File: src/rtl/k_and_s_pkg.sv
// Shared types and constants for the K&S 16-bit processor.
package k_and_s_pkg;

  // Instruction decode presented to the control unit by the IR decoder.
  // Codes 4'hE and 4'hF are unused and are treated like NOP by the sequencer.
  typedef enum logic [3:0] {
    I_NOP    = 4'h0,
    I_LOAD   = 4'h1,
    I_STORE  = 4'h2,
    I_MOVE   = 4'h3,
    I_ADD    = 4'h4,
    I_SUB    = 4'h5,
    I_AND    = 4'h6,
    I_OR     = 4'h7,
    I_BRANCH = 4'h8,
    I_BZERO  = 4'h9,
    I_BNZERO = 4'hA,
    I_BNEG   = 4'hB,
    I_BNNEG  = 4'hC,
    I_HALT   = 4'hD
  } decoded_instruction_type;

  // Control unit sequencer states.
  typedef enum logic [3:0] {
    S_FETCH      = 4'h0,
    S_FETCH_WAIT = 4'h1,
    S_DECODE     = 4'h2,
    S_LOAD_RD    = 4'h3,
    S_LOAD_WB    = 4'h4,
    S_STORE      = 4'h5,
    S_MOVE       = 4'h6,
    S_ALU        = 4'h7,
    S_BRANCH     = 4'h8,
    S_BCOND      = 4'h9,
    S_OVF_CHECK  = 4'hA,
    S_HALT       = 4'hB
  } ctrl_state_type;

  // ALU operation select codes.
  localparam logic [1:0] ALU_OR  = 2'b00;
  localparam logic [1:0] ALU_ADD = 2'b01;
  localparam logic [1:0] ALU_SUB = 2'b10;
  localparam logic [1:0] ALU_AND = 2'b11;

  // Map an arithmetic/logic instruction onto its ALU operation code.
  function automatic logic [1:0] alu_op(input decoded_instruction_type instr);
    logic [1:0] op;
    op = ALU_OR;
    case (instr)
      I_ADD:   op = ALU_ADD;
      I_SUB:   op = ALU_SUB;
      I_AND:   op = ALU_AND;
      default: op = ALU_OR;
    endcase
    return op;
  endfunction

endpackage

File: src/rtl/control_unit.sv
// Multi-cycle fetch/decode/execute Moore sequencer for the K&S processor.
// Optional feature macro: K_AND_S_OVF_TRAP_EN (signed-overflow trap after ADD/SUB).
module control_unit
  import k_and_s_pkg::*;
(
  input  logic                    clk,
  input  logic                    rst,
  input  decoded_instruction_type decoded_instruction,
  input  logic                    zero_op,
  input  logic                    neg_op,
  input  logic                    unsigned_overflow,
  input  logic                    signed_overflow,
  output logic                    branch,
  output logic                    pc_enable,
  output logic                    ir_enable,
  output logic                    addr_sel,
  output logic                    c_sel,
  output logic [1:0]              operation,
  output logic                    write_reg_enable,
  output logic                    flags_reg_enable,
  output logic                    ram_write_enable,
  output logic                    halt,
  output logic                    trap
);

  ctrl_state_type state_q, state_d;
  logic           cond_taken;

`ifdef K_AND_S_OVF_TRAP_EN
  logic trap_q, trap_d;
  logic unused_flags;
  assign unused_flags = unsigned_overflow;
`else
  logic unused_flags;
  assign unused_flags = unsigned_overflow ^ signed_overflow;
`endif

  // State register; reset forces FETCH immediately, aborting any instruction.
  always_ff @(posedge clk or posedge rst) begin
    if (rst) begin
      state_q <= S_FETCH;
    end else begin
      state_q <= state_d;
    end
  end

`ifdef K_AND_S_OVF_TRAP_EN
  // Sticky trap flag, cleared only by reset.
  always_ff @(posedge clk or posedge rst) begin
    if (rst) begin
      trap_q <= 1'b0;
    end else begin
      trap_q <= trap_d;
    end
  end

  assign trap = trap_q;
`else
  assign trap = 1'b0;
`endif

  // Conditional-branch predicate from the registered flags.
  always_comb begin
    cond_taken = 1'b0;
    case (decoded_instruction)
      I_BZERO:  cond_taken = zero_op;
      I_BNZERO: cond_taken = ~zero_op;
      I_BNEG:   cond_taken = neg_op;
      I_BNNEG:  cond_taken = ~neg_op;
      default:  cond_taken = 1'b0;
    endcase
  end

  // Next-state and Moore outputs (branch strobes in BCOND gated by flags).
  always_comb begin
    state_d          = state_q;
    branch           = 1'b0;
    pc_enable        = 1'b0;
    ir_enable        = 1'b0;
    addr_sel         = 1'b1;
    c_sel            = 1'b0;
    operation        = ALU_OR;
    write_reg_enable = 1'b0;
    flags_reg_enable = 1'b0;
    ram_write_enable = 1'b0;
    halt             = 1'b0;
`ifdef K_AND_S_OVF_TRAP_EN
    trap_d           = trap_q;
`endif

    case (state_q)
      S_FETCH: begin
        state_d = S_FETCH_WAIT;
      end

      S_FETCH_WAIT: begin
        ir_enable = 1'b1;
        state_d   = S_DECODE;
      end

      S_DECODE: begin
        pc_enable = 1'b1;
        case (decoded_instruction)
          I_LOAD:   state_d = S_LOAD_RD;
          I_STORE:  state_d = S_STORE;
          I_MOVE:   state_d = S_MOVE;
          I_ADD,
          I_SUB,
          I_AND,
          I_OR:     state_d = S_ALU;
          I_BRANCH: state_d = S_BRANCH;
          I_BZERO,
          I_BNZERO,
          I_BNEG,
          I_BNNEG:  state_d = S_BCOND;
          I_HALT:   state_d = S_HALT;
          default:  state_d = S_FETCH;
        endcase
      end

      S_LOAD_RD: begin
        addr_sel = 1'b0;
        state_d  = S_LOAD_WB;
      end

      S_LOAD_WB: begin
        addr_sel         = 1'b0;
        c_sel            = 1'b1;
        write_reg_enable = 1'b1;
        state_d          = S_FETCH;
      end

      S_STORE: begin
        addr_sel         = 1'b0;
        ram_write_enable = 1'b1;
        state_d          = S_FETCH;
      end

      S_MOVE: begin
        operation        = ALU_OR;
        write_reg_enable = 1'b1;
        state_d          = S_FETCH;
      end

      S_ALU: begin
        operation        = alu_op(decoded_instruction);
        write_reg_enable = 1'b1;
        flags_reg_enable = 1'b1;
        state_d          = S_FETCH;
`ifdef K_AND_S_OVF_TRAP_EN
        if (decoded_instruction == I_ADD || decoded_instruction == I_SUB) begin
          state_d = S_OVF_CHECK;
        end
`endif
      end

      S_BRANCH: begin
        branch    = 1'b1;
        pc_enable = 1'b1;
        state_d   = S_FETCH;
      end

      S_BCOND: begin
        branch    = cond_taken;
        pc_enable = cond_taken;
        state_d   = S_FETCH;
      end

      S_OVF_CHECK: begin
        state_d = S_FETCH;
`ifdef K_AND_S_OVF_TRAP_EN
        if (signed_overflow) begin
          trap_d  = 1'b1;
          state_d = S_HALT;
        end
`endif
      end

      S_HALT: begin
        halt    = 1'b1;
        state_d = S_HALT;
      end

      default: begin
        state_d = S_FETCH;
      end
    endcase
  end

endmodule

File: config.mk
export PLATFORM = sky130hd
export DESIGN_NAME = control_unit
export DESIGN_NICKNAME = d
export VERILOG_FILES = /design/src/rtl/k_and_s_pkg.sv /design/src/rtl/control_unit.sv
export SDC_FILE = /design/constraint.sdc
export NUM_CORES = 1
export LEC_CHECK = 0
export CAP_MARGIN = 15
export CORE_MARGIN = 2
export CORE_UTILIZATION = 36
export DETAILED_ROUTE_END_ITERATION = 10
export GPL_ROUTABILITY_DRIVEN = 0
export PLACE_DENSITY = 0.72
export SYNTH_ARGS = -nofsm -noshare
export SYNTH_HDL_FRONTEND = slang
export SYNTH_SLANG_ARGS = --single-unit
File: constraint.sdc
create_clock -name clk -period 1.1 [get_ports clk]
set_input_delay 0.165 -clock clk [delete_from_list [all_inputs] [get_ports clk]]
set_output_delay 0.165 -clock clk [all_outputs]
set_load 0.02 [all_outputs]
==> run metrics <==
Avg Cell Area, Syn=8.18 µm²; Critical Path Fanout Max=2; multi-input logic area=439 µm²; Tot Pwr=2180 µW; Final Cycle Share=143%; full die area=1750 µm²; Root Buffer=clkbuf_4; post-cts hold buffer count=0; DRC=0; placed cells=111; initial antenna violation count=0; drt wl/cell=~14 µm; DRT Pass-1 Iters=3; total gr overflow=0; layout cells sized above 1=60.4%; # IOs=22; Initial Util=roughly two fifths; fillers=115; pre-CTS setup slack=-1260 ps; R2R Path Start=state_q[0]; status=finished with violations; peak supply drop=1630 µV; vias in the first global route=approximately 550; area leader, netlist=dfrtp_1; unique cell type count in the Yosys netlist=31; die width=41.8 µm; fmax=0.638 GHz; failing checks=setup timing; fin cells=116; insertion delay of the later-clocked pin in the worst-skew pair=230 ps; CP required=940 ps; Worst Path Arrival=1400 ps; Sink Count=4; net count reported at finish=117; GRT Resource Usage Total=17.5%; final hold vios=0; Power Dens Cells=2270 nW/µm²; Setup crit end kind=output port; Reg clk slew, reported paths=40 ps; Cells after Synth=between 60 and 70; Post-Syn Nets=77; initial drt markers=7; vias per inst=4.97; DR vias=approximately 580; CTS tree=done; largest net degree at the start of global routing=11; htree depth=1; ANT cells=0; time the worst path needs with I/O delays and setup=1570 ps; sequential standard cell area=101 µm²; unrepaired setup endpoints after global routing=yes; CTS max path bufs=2; Seq/Total Area, Yosys=19.4%; Seq cells post-synth=4; Top Registers=state_q: 4 flops; Synth Cell Area=515 µm²; ranking of synthesized cells by area=dfrtp_1, ha_1, nand2b_1; Area Growth Syn to Fin=85.9%; port buffer count=18; clk_skew=around 3.4 ps; Final WS setup=-468 ps; final WL=1.60 mm; Post-DP HPWL=1.09 mm; leakage dissipation=0.000437 µW; Worst Setup SP=state_q[1]; total CTS buffers=3; CP Launch Type=flip-flop; Max Cap Viol=0; final setup fails=14; worst setup path category=reg2out; max FFs per register=4; Yosys Warn Count=0; # rows=13; remaining antenna violation count=0; Yosys top cell area share=19.4%; Die Y=41.8 µm; largest reg by FF count=state_q; worst min path class=in2async; Slew Viols, Final=0; Core ar.=1320 µm²; first-pass GRT wire length=2.35 mm
==> power by group <==
group,internal [µW],switching (µW),leakage (µW)
Combinational,886,832,0.000373
Clock,121,48.8,0.0000138
Sequential,216,73.3,0.0000500
==> area by class of cell <==
cell class / count / area share, %
inverters: 5 / 1.96
clock buffers: 3 / 2.35
repair buffers: 41 / 37.3
well taps: 15 / 1.96
flip-flops and latches: 4 / 10.6
multi-input cells: 48 / 45.8
==> cell families (layout without fill, tap and decap cells) <==
logic type | after synthesis | count (layout) | share of synthesized area [%]
xor+xnor | 1 | 1 | 1.70
other cells | 1 | 1 | 0.727
simple gates | 25 | 25 | 29.4
fa+ha+maj | 4 | 4 | 9.71
mux | 2 | 2 | 3.88
compound gates | 15 | 15 | 22.3
buf+inv | 11 | 49 | 12.9
flops | 4 | 4 | 19.4
==> cells in the final DEF (no fill, tap or decap), drive strengths merged, types with 2 or more instances in the layout <==
cell,count
a21oi,4
o21a,2
dfrtp,4
clkbuf,3
nand2b,6
ha,4
mux2i,2
dlygate4sd2,3
nor2,7
o21ba,2
inv,5
nor3,2
clkdlybuf4s50,2
nand2,4
a311oi,2
buf,36
==> per-layer routing <==
metal / global-route usage (%) / part of all wire [%] / vias to the layer above
met2: 35.9 / 57 / 17
met1: 19.4 / 39 / 266
li1: - / - / 291
met3: 1.30 / 3.9 / 2
met5: 0 / 0 / -
met4: 1.94 / 0.88 / 0
==> critical path, cell delays in order (launching register included) <==
cell and delay [ps]:
dfrtp_1 370, nand3b_1 170, a221o_1 350, a21oi_4 150
buf_6 130
==> worst paths after layout <==
| path | slack, ps | to | cells past startpoint |
|---|---|---|---|
| min in group clk | 370 | state_q[1] | 3 |
| worst min-delay path | 120 | state_q[0] | 2 |
| worst max-delay path | -470 | branch | 4 |
| worst max register to register | -140 | state_q[1] | 4 |
| worst min register to register | 600 | state_q[2] | 2 |
| max in group asynchronous | 820 | state_q[2] | 2 |
==> Yosys cell counts <==
cell type  instances
o21a_1             2
a21bo_2            1
nor2_2             1
a21oi_1            4
nand2b_4           1
dfrtp_1            4
nand2_1            4
buf_6              2
nor3_1             2
conb_1             1
o32ai_1            1
o21ba_2            1
inv_1              5
nand2b_1           5
buf_2              2
nor2b_1            1
or2_2              1
buf_4              2
nand3b_1           1
a221o_1            1
xnor2_1            1
o21ba_1            1
a311oi_1           2
o211ai_1           1
ha_1               4
mux2i_1            2
a31oi_1            1
and3_1             1
nor4_4             1
nor2_1             6
nand3_1            1
==> repair_timing <==
item                       CTS  global route
resized for setup           80            11
buffers inserted             1             2
setup endpoints to repair   15            15
pin swaps                    6             3
==> metrics by stage <==
step / area, µm² / setup TNS, ps / hold slack (ps) / utilization (%)
2_1_floorplan: 558 / -795 / -68.9 / -
3_3_place_gp: 867 / -9310 / 352 / 65.8
3_5_place_dp: 867 / -9570 / 358 / 65.8
4_1_cts: 900 / -3780 / 120 / 68.3
5_1_grt: 958 / -4690 / 145 / 72.7
6_report: 958 / -3790 / 118 / 72.7
Power figures use the tool's default switching activity.
